<file path="src/rtl/systolic_skew_feeder_if.sv">
// Bundle of the feeder's vector-input and systolic-array-side signals.
// The slave modport is the feeder; the master modport is whatever drives and consumes it.
interface systolic_skew_feeder_if #(
    parameter int unsigned width_p        = 32,
    parameter int unsigned array_width_p  = 2,
    parameter int unsigned array_height_p = 2,
    parameter int unsigned depth_p        = 16
) ();
    localparam int unsigned RowCntW = $clog2(array_height_p + 1);
    localparam int unsigned ColCntW = $clog2(array_width_p + 1);
    localparam int unsigned KCntW   = $clog2(depth_p + 1);

    logic                                vec_v_i;
    logic                                vec_ready_o;
    logic [width_p*array_height_p-1:0]   a_i;
    logic [width_p*array_width_p-1:0]    b_i;
    logic                                last_i;
    logic [RowCntW-1:0]                  active_rows_i;
    logic [ColCntW-1:0]                  active_cols_i;
    logic [width_p*array_height_p-1:0]   row_o;
    logic [array_height_p-1:0]           row_valid_o;
    logic [array_height_p-1:0]           row_ready_i;
    logic [width_p*array_width_p-1:0]    col_o;
    logic [array_width_p-1:0]            col_valid_o;
    logic [array_width_p-1:0]            col_ready_i;
    logic [array_height_p-1:0]           flush_o;
    logic [KCntW-1:0]                    k_count_o;
    logic                                done_o;
    logic                                overflow_o;

    modport slave (
        input  vec_v_i, a_i, b_i, last_i, active_rows_i, active_cols_i, row_ready_i, col_ready_i,
        output vec_ready_o, row_o, row_valid_o, col_o, col_valid_o, flush_o, k_count_o, done_o,
               overflow_o
    );

    modport master (
        output vec_v_i, a_i, b_i, last_i, active_rows_i, active_cols_i, row_ready_i, col_ready_i,
        input  vec_ready_o, row_o, row_valid_o, col_o, col_valid_o, flush_o, k_count_o, done_o,
               overflow_o
    );
endinterface

</file>
<file path="src/rtl/systolic_skew_feeder.sv">
// Skewing front-end for a systolic array: lane r sees vector k r advances after lane 0,
// with per-lane valid/ready, flush on the final element and a done pulse per product.
module systolic_skew_feeder #(
    parameter int unsigned width_p        = 32,
    parameter int unsigned array_width_p  = 2,
    parameter int unsigned array_height_p = 2,
    parameter int unsigned depth_p        = 16
) (
    input logic                   clk_i,
    input logic                   reset_i,
    systolic_skew_feeder_if.slave bus
);
    localparam int unsigned H       = array_height_p;
    localparam int unsigned W       = array_width_p;
    localparam int unsigned D       = (H > W) ? H : W;
    localparam int unsigned RowCntW = $clog2(H + 1);
    localparam int unsigned ColCntW = $clog2(W + 1);
    localparam int unsigned KCntW   = $clog2(depth_p + 1);

    typedef enum logic [1:0] {StIdle, StFeed, StDrain, StDone} state_e;

    state_e state_q, state_d;

    logic [width_p*H-1:0] a_q [D];
    logic [width_p*W-1:0] b_q [D];
    logic [D-1:0]         last_q, valid_q;
    logic [RowCntW-1:0]   rows_q, rows_in;
    logic [ColCntW-1:0]   cols_q, cols_in;
    logic [KCntW-1:0]     k_count_q;
    logic                 overflow_q;
    logic [H-1:0]         row_valid;
    logic [W-1:0]         col_valid;
    logic                 advance, accept, drop, push, lower_empty, vec_ready, done;

    // Zero or out-of-range lane counts mean "use every lane".
    assign rows_in = (bus.active_rows_i == '0 || bus.active_rows_i > RowCntW'(H)) ?
                     RowCntW'(H) : bus.active_rows_i;
    assign cols_in = (bus.active_cols_i == '0 || bus.active_cols_i > ColCntW'(W)) ?
                     ColCntW'(W) : bus.active_cols_i;

    for (genvar r = 0; r < H; r++) begin : g_row
        assign row_valid[r] = valid_q[r] && (RowCntW'(r) < rows_q);
        assign bus.row_o[width_p*r +: width_p] = row_valid[r] ? a_q[r][width_p*r +: width_p] : '0;
        assign bus.flush_o[r] = row_valid[r] && last_q[r];
    end

    for (genvar c = 0; c < W; c++) begin : g_col
        assign col_valid[c] = valid_q[c] && (ColCntW'(c) < cols_q);
        assign bus.col_o[width_p*c +: width_p] = col_valid[c] ? b_q[c][width_p*c +: width_p] : '0;
    end

    // Only lanes currently presenting data can hold the pipeline.
    assign advance = (&(~row_valid | bus.row_ready_i)) && (&(~col_valid | bus.col_ready_i));
    assign accept  = bus.vec_v_i && vec_ready;
    assign drop    = !bus.last_i && (k_count_q == KCntW'(depth_p));
    assign push    = accept && !drop;

    always_comb begin
        lower_empty = 1'b1;
        for (int unsigned s = 0; s + 1 < D; s++) begin
            if (valid_q[s]) lower_empty = 1'b0;
        end
    end

    always_ff @(posedge clk_i) begin
        if (reset_i) state_q <= StIdle;
        else         state_q <= state_d;
    end

    always_comb begin
        state_d = state_q;
        unique case (state_q)
            StIdle:  if (accept) state_d = bus.last_i ? StDrain : StFeed;
            StFeed:  if (accept && bus.last_i) state_d = StDrain;
            StDrain: if (advance && lower_empty) state_d = StDone;
            StDone:  state_d = StIdle;
            default: state_d = StIdle;
        endcase
    end

    always_comb begin
        vec_ready = 1'b0;
        done      = 1'b0;
        case (state_q)
            StIdle, StFeed: vec_ready = advance && !overflow_q;
            StDone:         done      = 1'b1;
            default:        ;
        endcase
    end

    always_ff @(posedge clk_i) begin
        if (reset_i) begin
            valid_q <= '0;
            last_q  <= '0;
            for (int unsigned s = 0; s < D; s++) begin
                a_q[s] <= '0;
                b_q[s] <= '0;
            end
        end else if (advance) begin
            for (int unsigned s = 1; s < D; s++) begin
                a_q[s]     <= a_q[s-1];
                b_q[s]     <= b_q[s-1];
                last_q[s]  <= last_q[s-1];
                valid_q[s] <= valid_q[s-1];
            end
            a_q[0]     <= bus.a_i;
            b_q[0]     <= bus.b_i;
            last_q[0]  <= bus.last_i && push;
            valid_q[0] <= push;
        end
    end

    always_ff @(posedge clk_i) begin
        if (reset_i) begin
            k_count_q  <= '0;
            overflow_q <= 1'b0;
            rows_q     <= RowCntW'(H);
            cols_q     <= ColCntW'(W);
        end else begin
            if (state_q == StDone) begin
                k_count_q <= '0;
            end else if (push && k_count_q != KCntW'(depth_p)) begin
                k_count_q <= k_count_q + KCntW'(1);
            end
            if (accept && drop) overflow_q <= 1'b1;
            if (state_q == StIdle && accept) begin
                rows_q <= rows_in;
                cols_q <= cols_in;
            end
        end
    end

    assign bus.vec_ready_o = vec_ready;
    assign bus.row_valid_o = row_valid;
    assign bus.col_valid_o = col_valid;
    assign bus.k_count_o   = k_count_q;
    assign bus.done_o      = done;
    assign bus.overflow_o  = overflow_q;
endmodule
</file>
<file path="src/flat_wrapper.sv">
// flat-port wrapper written by rule: the top's interface ports become plain ports
module systolic_skew_feeder_flat 
#(
    parameter int unsigned width_p        = 32,
    parameter int unsigned array_width_p  = 2,
    parameter int unsigned array_height_p = 2,
    parameter int unsigned depth_p        = 16
)
  (clk_i, reset_i, bus_vec_v_i, bus_a_i, bus_b_i, bus_last_i, bus_active_rows_i, bus_active_cols_i, bus_row_ready_i, bus_col_ready_i, bus_vec_ready_o, bus_row_o, bus_row_valid_o, bus_col_o, bus_col_valid_o, bus_flush_o, bus_k_count_o, bus_done_o, bus_overflow_o);
  systolic_skew_feeder_if #(.width_p(width_p), .array_width_p(array_width_p), .array_height_p(array_height_p), .depth_p(depth_p)) bus_i ();
  input logic clk_i;
  input logic reset_i;
  input wire logic [$bits(bus_i.vec_v_i)-1:0] bus_vec_v_i;
  input wire logic [$bits(bus_i.a_i)-1:0] bus_a_i;
  input wire logic [$bits(bus_i.b_i)-1:0] bus_b_i;
  input wire logic [$bits(bus_i.last_i)-1:0] bus_last_i;
  input wire logic [$bits(bus_i.active_rows_i)-1:0] bus_active_rows_i;
  input wire logic [$bits(bus_i.active_cols_i)-1:0] bus_active_cols_i;
  input wire logic [$bits(bus_i.row_ready_i)-1:0] bus_row_ready_i;
  input wire logic [$bits(bus_i.col_ready_i)-1:0] bus_col_ready_i;
  output wire logic [$bits(bus_i.vec_ready_o)-1:0] bus_vec_ready_o;
  output wire logic [$bits(bus_i.row_o)-1:0] bus_row_o;
  output wire logic [$bits(bus_i.row_valid_o)-1:0] bus_row_valid_o;
  output wire logic [$bits(bus_i.col_o)-1:0] bus_col_o;
  output wire logic [$bits(bus_i.col_valid_o)-1:0] bus_col_valid_o;
  output wire logic [$bits(bus_i.flush_o)-1:0] bus_flush_o;
  output wire logic [$bits(bus_i.k_count_o)-1:0] bus_k_count_o;
  output wire logic [$bits(bus_i.done_o)-1:0] bus_done_o;
  output wire logic [$bits(bus_i.overflow_o)-1:0] bus_overflow_o;
  assign bus_i.vec_v_i = bus_vec_v_i;
  assign bus_i.a_i = bus_a_i;
  assign bus_i.b_i = bus_b_i;
  assign bus_i.last_i = bus_last_i;
  assign bus_i.active_rows_i = bus_active_rows_i;
  assign bus_i.active_cols_i = bus_active_cols_i;
  assign bus_i.row_ready_i = bus_row_ready_i;
  assign bus_i.col_ready_i = bus_col_ready_i;
  assign bus_vec_ready_o = bus_i.vec_ready_o;
  assign bus_row_o = bus_i.row_o;
  assign bus_row_valid_o = bus_i.row_valid_o;
  assign bus_col_o = bus_i.col_o;
  assign bus_col_valid_o = bus_i.col_valid_o;
  assign bus_flush_o = bus_i.flush_o;
  assign bus_k_count_o = bus_i.k_count_o;
  assign bus_done_o = bus_i.done_o;
  assign bus_overflow_o = bus_i.overflow_o;
  systolic_skew_feeder #(.width_p(width_p), .array_width_p(array_width_p), .array_height_p(array_height_p), .depth_p(depth_p)) u_core (.clk_i(clk_i), .reset_i(reset_i), .bus(bus_i));
endmodule
</file>
<file path="config.mk">
export PLATFORM = sky130hd
export DESIGN_NAME = systolic_skew_feeder_flat
export DESIGN_NICKNAME = d
export VERILOG_FILES = /design/src/rtl/systolic_skew_feeder_if.sv /design/src/rtl/systolic_skew_feeder.sv /design/src/flat_wrapper.sv
export SDC_FILE = /design/constraint.sdc
export NUM_CORES = 1
export LEC_CHECK = 0
export ABC_AREA = 1
export ABC_CLOCK_PERIOD_IN_PS = 15000
export CAP_MARGIN = 25
export CORE_ASPECT_RATIO = 0.9
export CORE_UTILIZATION = 40
export DETAILED_ROUTE_END_ITERATION = 8
export GPL_ROUTABILITY_DRIVEN = 0
export PLACE_DENSITY = 0.79
export SKIP_CTS_REPAIR_TIMING = 1
export SYNTH_ARGS = -nofsm -noshare
export SYNTH_HDL_FRONTEND = slang
export SYNTH_SLANG_ARGS = --single-unit
</file>
<file path="constraint.sdc">
create_clock -name clk_i -period 15 [get_ports clk_i]
set_input_delay 3 -clock clk_i [delete_from_list [all_inputs] [get_ports clk_i]]
set_output_delay 3 -clock clk_i [all_outputs]
set_load 0.005 [all_outputs]
</file>
==> results_dict.tcl, run 1 <==
set metrics [dict create \
    wirelength_um 19900 \
    cts_tree "yes" \
    drt-pass1-iter-count 4 \
    synth_seq_cells 208 \
    crit_top_cell "clkdlybuf4s50_1" \
    cp-end-kind "primary output" \
    synth_most_common_cell "inv_1" \
    p_leak_nw 5.79 \
    fin_crit_ns 7.68 \
    finalHoldViolations 0 \
    worst-r2r-setup-slack_ns 11.49 \
    cts_buffers 23 \
    rows 52 \
    total_power_mw 2.23 \
    nets 1420 \
    synth_top_area_cell "edfxtp_1" \
    cts_sinks 208 \
    slew_viol_final 0 \
    dieArea_mm2 0.0239 \
    async_reset_ff_frac 0 \
    area_growth_pct 41.0 \
    cp-start-kind "input port" \
    dp_slack_ns 7.32 \
    min_period_over_period 0.512 \
    critPathMaxFanout 6 \
    clk_pin_slew_ns 0.06 \
    setup_violations 0 \
    setup_ws_ns 7.32 \
    grt_pass1_vias 6338 \
    root_buffer "clkbuf_16" \
    powerDensity_mw_per_mm2 170 \
    clkLatencyLatePin_ns 0.50 \
    ys_types 26 \
    vias 6702 \
    reg2reg_from "u_core.valid_q[1]" \
    hold_start "u_core.cols_q[0]" \
    core_mm2 0.0226 \
    hold_depth 2 \
    antenna_found_initial 0 \
    r2r_cells 9 \
    grtUsageTotal 0.163 \
    maxSlewHeadroom 0.307 \
    vias_per_cell 4.22 \
    max_freq_mhz 130 \
    start_util 0.411 \
    setup_tns_ns 0 \
    crit_required_ns 12.00 \
    yosys_warnings 0 \
    port_buffers 281 \
    drt-initial-drc-count 491 \
    fin_worst_skew_ns 0.0123 \
    die_y_um 147 \
    grt_pass1_wl_um 31200 \
    yosys-top-cells-area "edfxtp_1 (62%), inv_1 (14%), nor2_1 (14%)" \
    status "complete, no violations" \
    syn_inst 996 \
    num_antenna_cells 0 \
    synthTopCellsByCount "inv_1 (347), nor2_1 (335), edfxtp_1 (192), nand2_1 (24), dfxtp_1 (16)" \
    synth_ff_type "edfxtp_1" \
    syn_area_per_cell_um2 9.34 \
    whs_endpoint "u_core.cols_q[0]" \
    grt_start_max_net_pins 101 \
    place_hpwl_um 13400 \
    rsz0062_at_grt "no" \
    worst_ep_arrival_time_ns 4.68 \
    tightest_slew_ns 1.04 \
    h-tree-depth 1 \
    drv_cap 0 \
    synth_seq_area_share 0.654 \
    crit_type "in -> out" \
    cts_buffer_depth 3 \
    critPathMaxStageDelay_ns 0.54 \
    synth.top_cell.area_share 0.620 \
    hold_path.class "reg -> reg" \
    ir_drop_uv 106 \
    synth_area_mm2 0.00930 \
    slowest_stage "clkdlybuf4s50_1" \
    postRouteAntennaNets 0 \
    reg2reg_to "u_core.b_q[0][13]" \
    drc 0 \
    routedWlPerCell_um 12.6 \
    path_cells "clkdlybuf4s50_1 > inv_1 > nand3_1 > nand2_1 > nor2_4 > inv_2 > nor2_1 > clkdlybuf4s50_1" \
    syn_nets 1142 \
    pin_count 282 \
    drive_gt1_frac 0.0372 \
    die_w_um 163 \
    overflow 0 \
    synth_enable_flop_cells 192 \
]
[final cells by class]
type,instances,area [um^2]
sequential,208,6090
clock buffer,27,601
multi-input combinational,406,1680
tap,297,372
fill,1948,9530
clock inverter,14,173
inverter,349,1320
timing repair buffer,286,2890
[layout by cell type, fill, tap and decap left out, types with 6 or more instances in the layout]
cell,netlist,routed
edfxtp_1,192,192
dfxtp_1,16,16
o21ai_0,7,7
clkbuf_16,0,23
nor2_1,335,335
inv_1,347,347
nand3_1,6,6
a21oi_1,8,8
nand2_1,24,23
clkdlybuf4s50_1,0,281
ha_1,6,6
[worst max path at each step]
stage / start / to / slack, ns / depth (start not counted)
after floorplan: bus_col_ready_i[1] / u_core.a_q[0][0] / 6.87 / 5
after global placement: bus_col_ready_i[0] / bus_vec_ready_o / 7.34 / 8
after detailed placement: bus_col_ready_i[0] / bus_vec_ready_o / 7.32 / 8
after CTS: bus_col_ready_i[0] / bus_vec_ready_o / 7.32 / 8
after global routing: bus_col_ready_i[0] / bus_vec_ready_o / 7.23 / 8
final: bus_col_ready_i[0] / bus_vec_ready_o / 7.32 / 8
[worst max-delay path: cells and delay by family]
kind | cells | cell delay (ns)
buffers and inverters | 4 | 1.11
AND/OR/NAND/NOR | 4 | 0.57
[per-layer routing]
| layer | up-vias | part of all wire | global-route usage |
|---|---|---|---|
| met1 | 3012 | 0.40 | 0.194 |
| met3 | 54 | 0.063 | 0.0338 |
| met5 | - | 0 | 0 |
| met2 | 210 | 0.50 | 0.286 |
| met4 | 0 | 0.037 | 0.0678 |
| li1 | 3426 | - | - |
[state kept, by name, indices dropped and copies added (netlist names), 2 cells and up]
register              flops
u_core.valid_q            2
u_core.rows_q             2
u_core.last_q             2
u_core.state_q            2
u_core.b_q               96
u_core.a_q               96
u_core.cols_q             2
u_core.bus.k_count_o      5
[stage by stage]
step / cells / area, um^2 / util / hold WS (ns)
floorplan: 996 / 9300 / - / 0.427
global placement: 1544 / 12300 / 0.543 / 0.439
detailed placement: 1546 / 12300 / 0.545 / 0.448
CTS: 1587 / 13100 / 0.579 / 0.458
global route: 1587 / 13100 / 0.579 / 0.476
finish: 1587 / 13100 / 0.579 / 0.454
[kinds of logic after synthesis]
| logic type | count (synthesis) | share of synthesized area |
|---|---|---|
| xor+xnor | 1 | 0.000942 |
| compound gates | 22 | 0.0132 |
| flops | 208 | 0.654 |
| buf+inv | 382 | 0.166 |
| simple gates | 377 | 0.158 |
| fa+ha+maj | 6 | 0.00807 |
[power breakdown]
part           internal (mW)  switching [mW]
combinational          0.235           0.372
sequential             0.973          0.0731
clock                  0.355           0.223
total                   1.56           0.669
Note: power is estimated with default switching activity, not from simulation.
==> run 2, diff against run 1 <==
ABC_CLOCK_PERIOD_IN_PS = 7610   (was 15000)
clock period = 7.61 ns   (was 15 ns; I/O delays follow)
==> run 2 against run 1 <==
Effect of this change:
- worst setup slack lost 4.5 ns
- utilization shrank 0.072 points
- count of clock-buffer cells in the layout is the same
- flip-flop and latch count is the same
- register-to-register slack lost 7.3 ns
- sequential share of layout area grew 0.058 points
- combinational power grew 98%
- clock skew shrank 0.0042 ns
- die area is the same
- final cell count grew 0.19%
- critical path type unchanged
- critical endpoint unchanged
- largest cell class unchanged
==> results_dict.tcl, run 2 (synthesis gave the netlist of run 1 again) <==
set metrics [dict create \
    status "complete, no violations" \
    area_growth_pct 40.8 \
    critPathMaxFanout 6 \
    r2r_cells 9 \
    hold_path.class "reg -> reg" \
    place_hpwl_um 13600 \
    cp-start-kind "input port" \
    p_leak_nw 5.78 \
    grtUsageTotal 0.162 \
    routedWlPerCell_um 12.4 \
    final_cell_mix "inv_1 (347), nor2_1 (335), clkdlybuf4s50_1 (281), edfxtp_1 (192), clkbuf_16 (25)" \
    cts_sinks 208 \
    dpl_cell_area_mm2 0.0123 \
    h-tree-depth 1 \
    num_antenna_cells 0 \
    maxSlewHeadroom 0.394 \
    hold_start "u_core.rows_q[0]" \
    grt_pass1_wl_um 30900 \
    internal_power_mw 3.01 \
    drive_gt1_frac 0.0418 \
    fin_worst_skew_ns 0.00810 \
    comb_power_share 0.277 \
    crit_type "in -> out" \
    reg2reg_from "u_core.valid_q[1]" \
    powerDensity_mw_per_mm2 331 \
    whs_endpoint "u_core.rows_q[0]" \
    switching_share 0.306 \
    postRouteAntennaNets 0 \
    worst-r2r-setup-slack_ns 4.17 \
    core_mm2 0.0226 \
    finalHoldViolations 0 \
    vias_per_cell 4.22 \
    tightest_slew_ns 0.908 \
    crit_required_ns 6.09 \
    wirelength_um 19800 \
    die_w_um 163 \
    cts_buffer_depth 3 \
    slew_viol_final 0 \
    drt-initial-drc-count 505 \
    p_seq_frac 0.474 \
    dieArea_mm2 0.0239 \
    setup_violations 0 \
    rsz0062_at_grt "no" \
    clockPowerShare 0.249 \
    setup_ws_ns 2.83 \
    ir_drop_uv 236 \
    nets 1421 \
    port_buffers 281 \
    overflow 0 \
    layout_commonest_cell "inv_1" \
    min_period_over_period 0.627 \
    worst_ep_arrival_time_ns 3.25 \
    hold_depth 2 \
    max_freq_mhz 209 \
    final_cell_area_mm2 0.0131 \
    setup_tns_ns 0 \
    pin_count 282 \
    vias 6708 \
    root_buffer "clkbuf_16" \
    clk_pin_slew_ns 0.06 \
    die_y_um 147 \
    rows 52 \
    drv_cap 0 \
    dp_slack_ns 2.86 \
    reg2reg_to "u_core.a_q[0][44]" \
    cts_tree "yes" \
    drc 0 \
    drt-pass1-iter-count 4 \
    start_util 0.411 \
    cp-end-kind "primary output" \
    antenna_found_initial 0 \
    p_switching_mw 1.33 \
    cts_buffers 24 \
    grt_start_max_net_pins 126 \
    grt_pass1_vias 6390 \
    clkLatencyLatePin_ns 0.50 \
    fin_crit_ns 4.78 \
]
## run 2: critical path, stage by stage
cell,delay (ns)
clkdlybuf4s50_1,0.45
inv_1,0.04
nand3_1,0.07
nand2_1,0.13
nor2_4,0.20
inv_2,0.08
nor2_1,0.21
clkdlybuf4s50_1,0.55
## run 2: area by class of cell
type	count	area (um^2)
clock buffers	27	633
well taps	297	372
multi-input cells	406	1680
flip-flops and latches	208	6090
repair buffers	286	2890
clock inverters	17	124
inverters	349	1320
fillers	1980	9540
## run 2: how the worst max path moves through the flow
stage                            start               end  slack [ns]  cells after the start
floorplan           bus_col_ready_i[1]  u_core.a_q[0][0]        0.95                      5
global placement    bus_col_ready_i[0]   bus_vec_ready_o        2.86                      8
detailed placement  bus_col_ready_i[0]   bus_vec_ready_o        2.86                      8
CTS                 bus_col_ready_i[0]   bus_vec_ready_o        2.85                      8
global route        bus_col_ready_i[0]   bus_vec_ready_o        2.72                      8
finish              bus_col_ready_i[0]   bus_vec_ready_o        2.83                      8
## run 2: power by group through the flow
stage,registers (mW),logic (mW),clock network [mW]
floorplan,2.11,0.758,0
detailed placement,2.09,1.21,0
global placement,2.06,1.16,0
CTS,2.06,1.22,1.11
global route,2.11,1.36,1.15
finish,2.06,1.20,1.08
## run 2: through the flow
stage	cells	util	power, mW	hold slack [ns]
2_1_floorplan	996	-	2.86	0.427
5_1_grt	1590	0.579	4.63	0.483
3_3_place_gp	1544	0.543	3.22	0.440
4_1_cts	1590	0.579	4.40	0.460
3_5_place_dp	1546	0.545	3.30	0.450
6_report	1590	0.579	4.34	0.459
## run 2: metal layers
metal | vias up | track usage | share of wire
met2 | 217 | 0.284 | 0.50
met4 | 0 | 0.0701 | 0.038
li1 | 3432 | - | -
met5 | - | 0 | 0
met1 | 3013 | 0.195 | 0.41
met3 | 46 | 0.0270 | 0.056
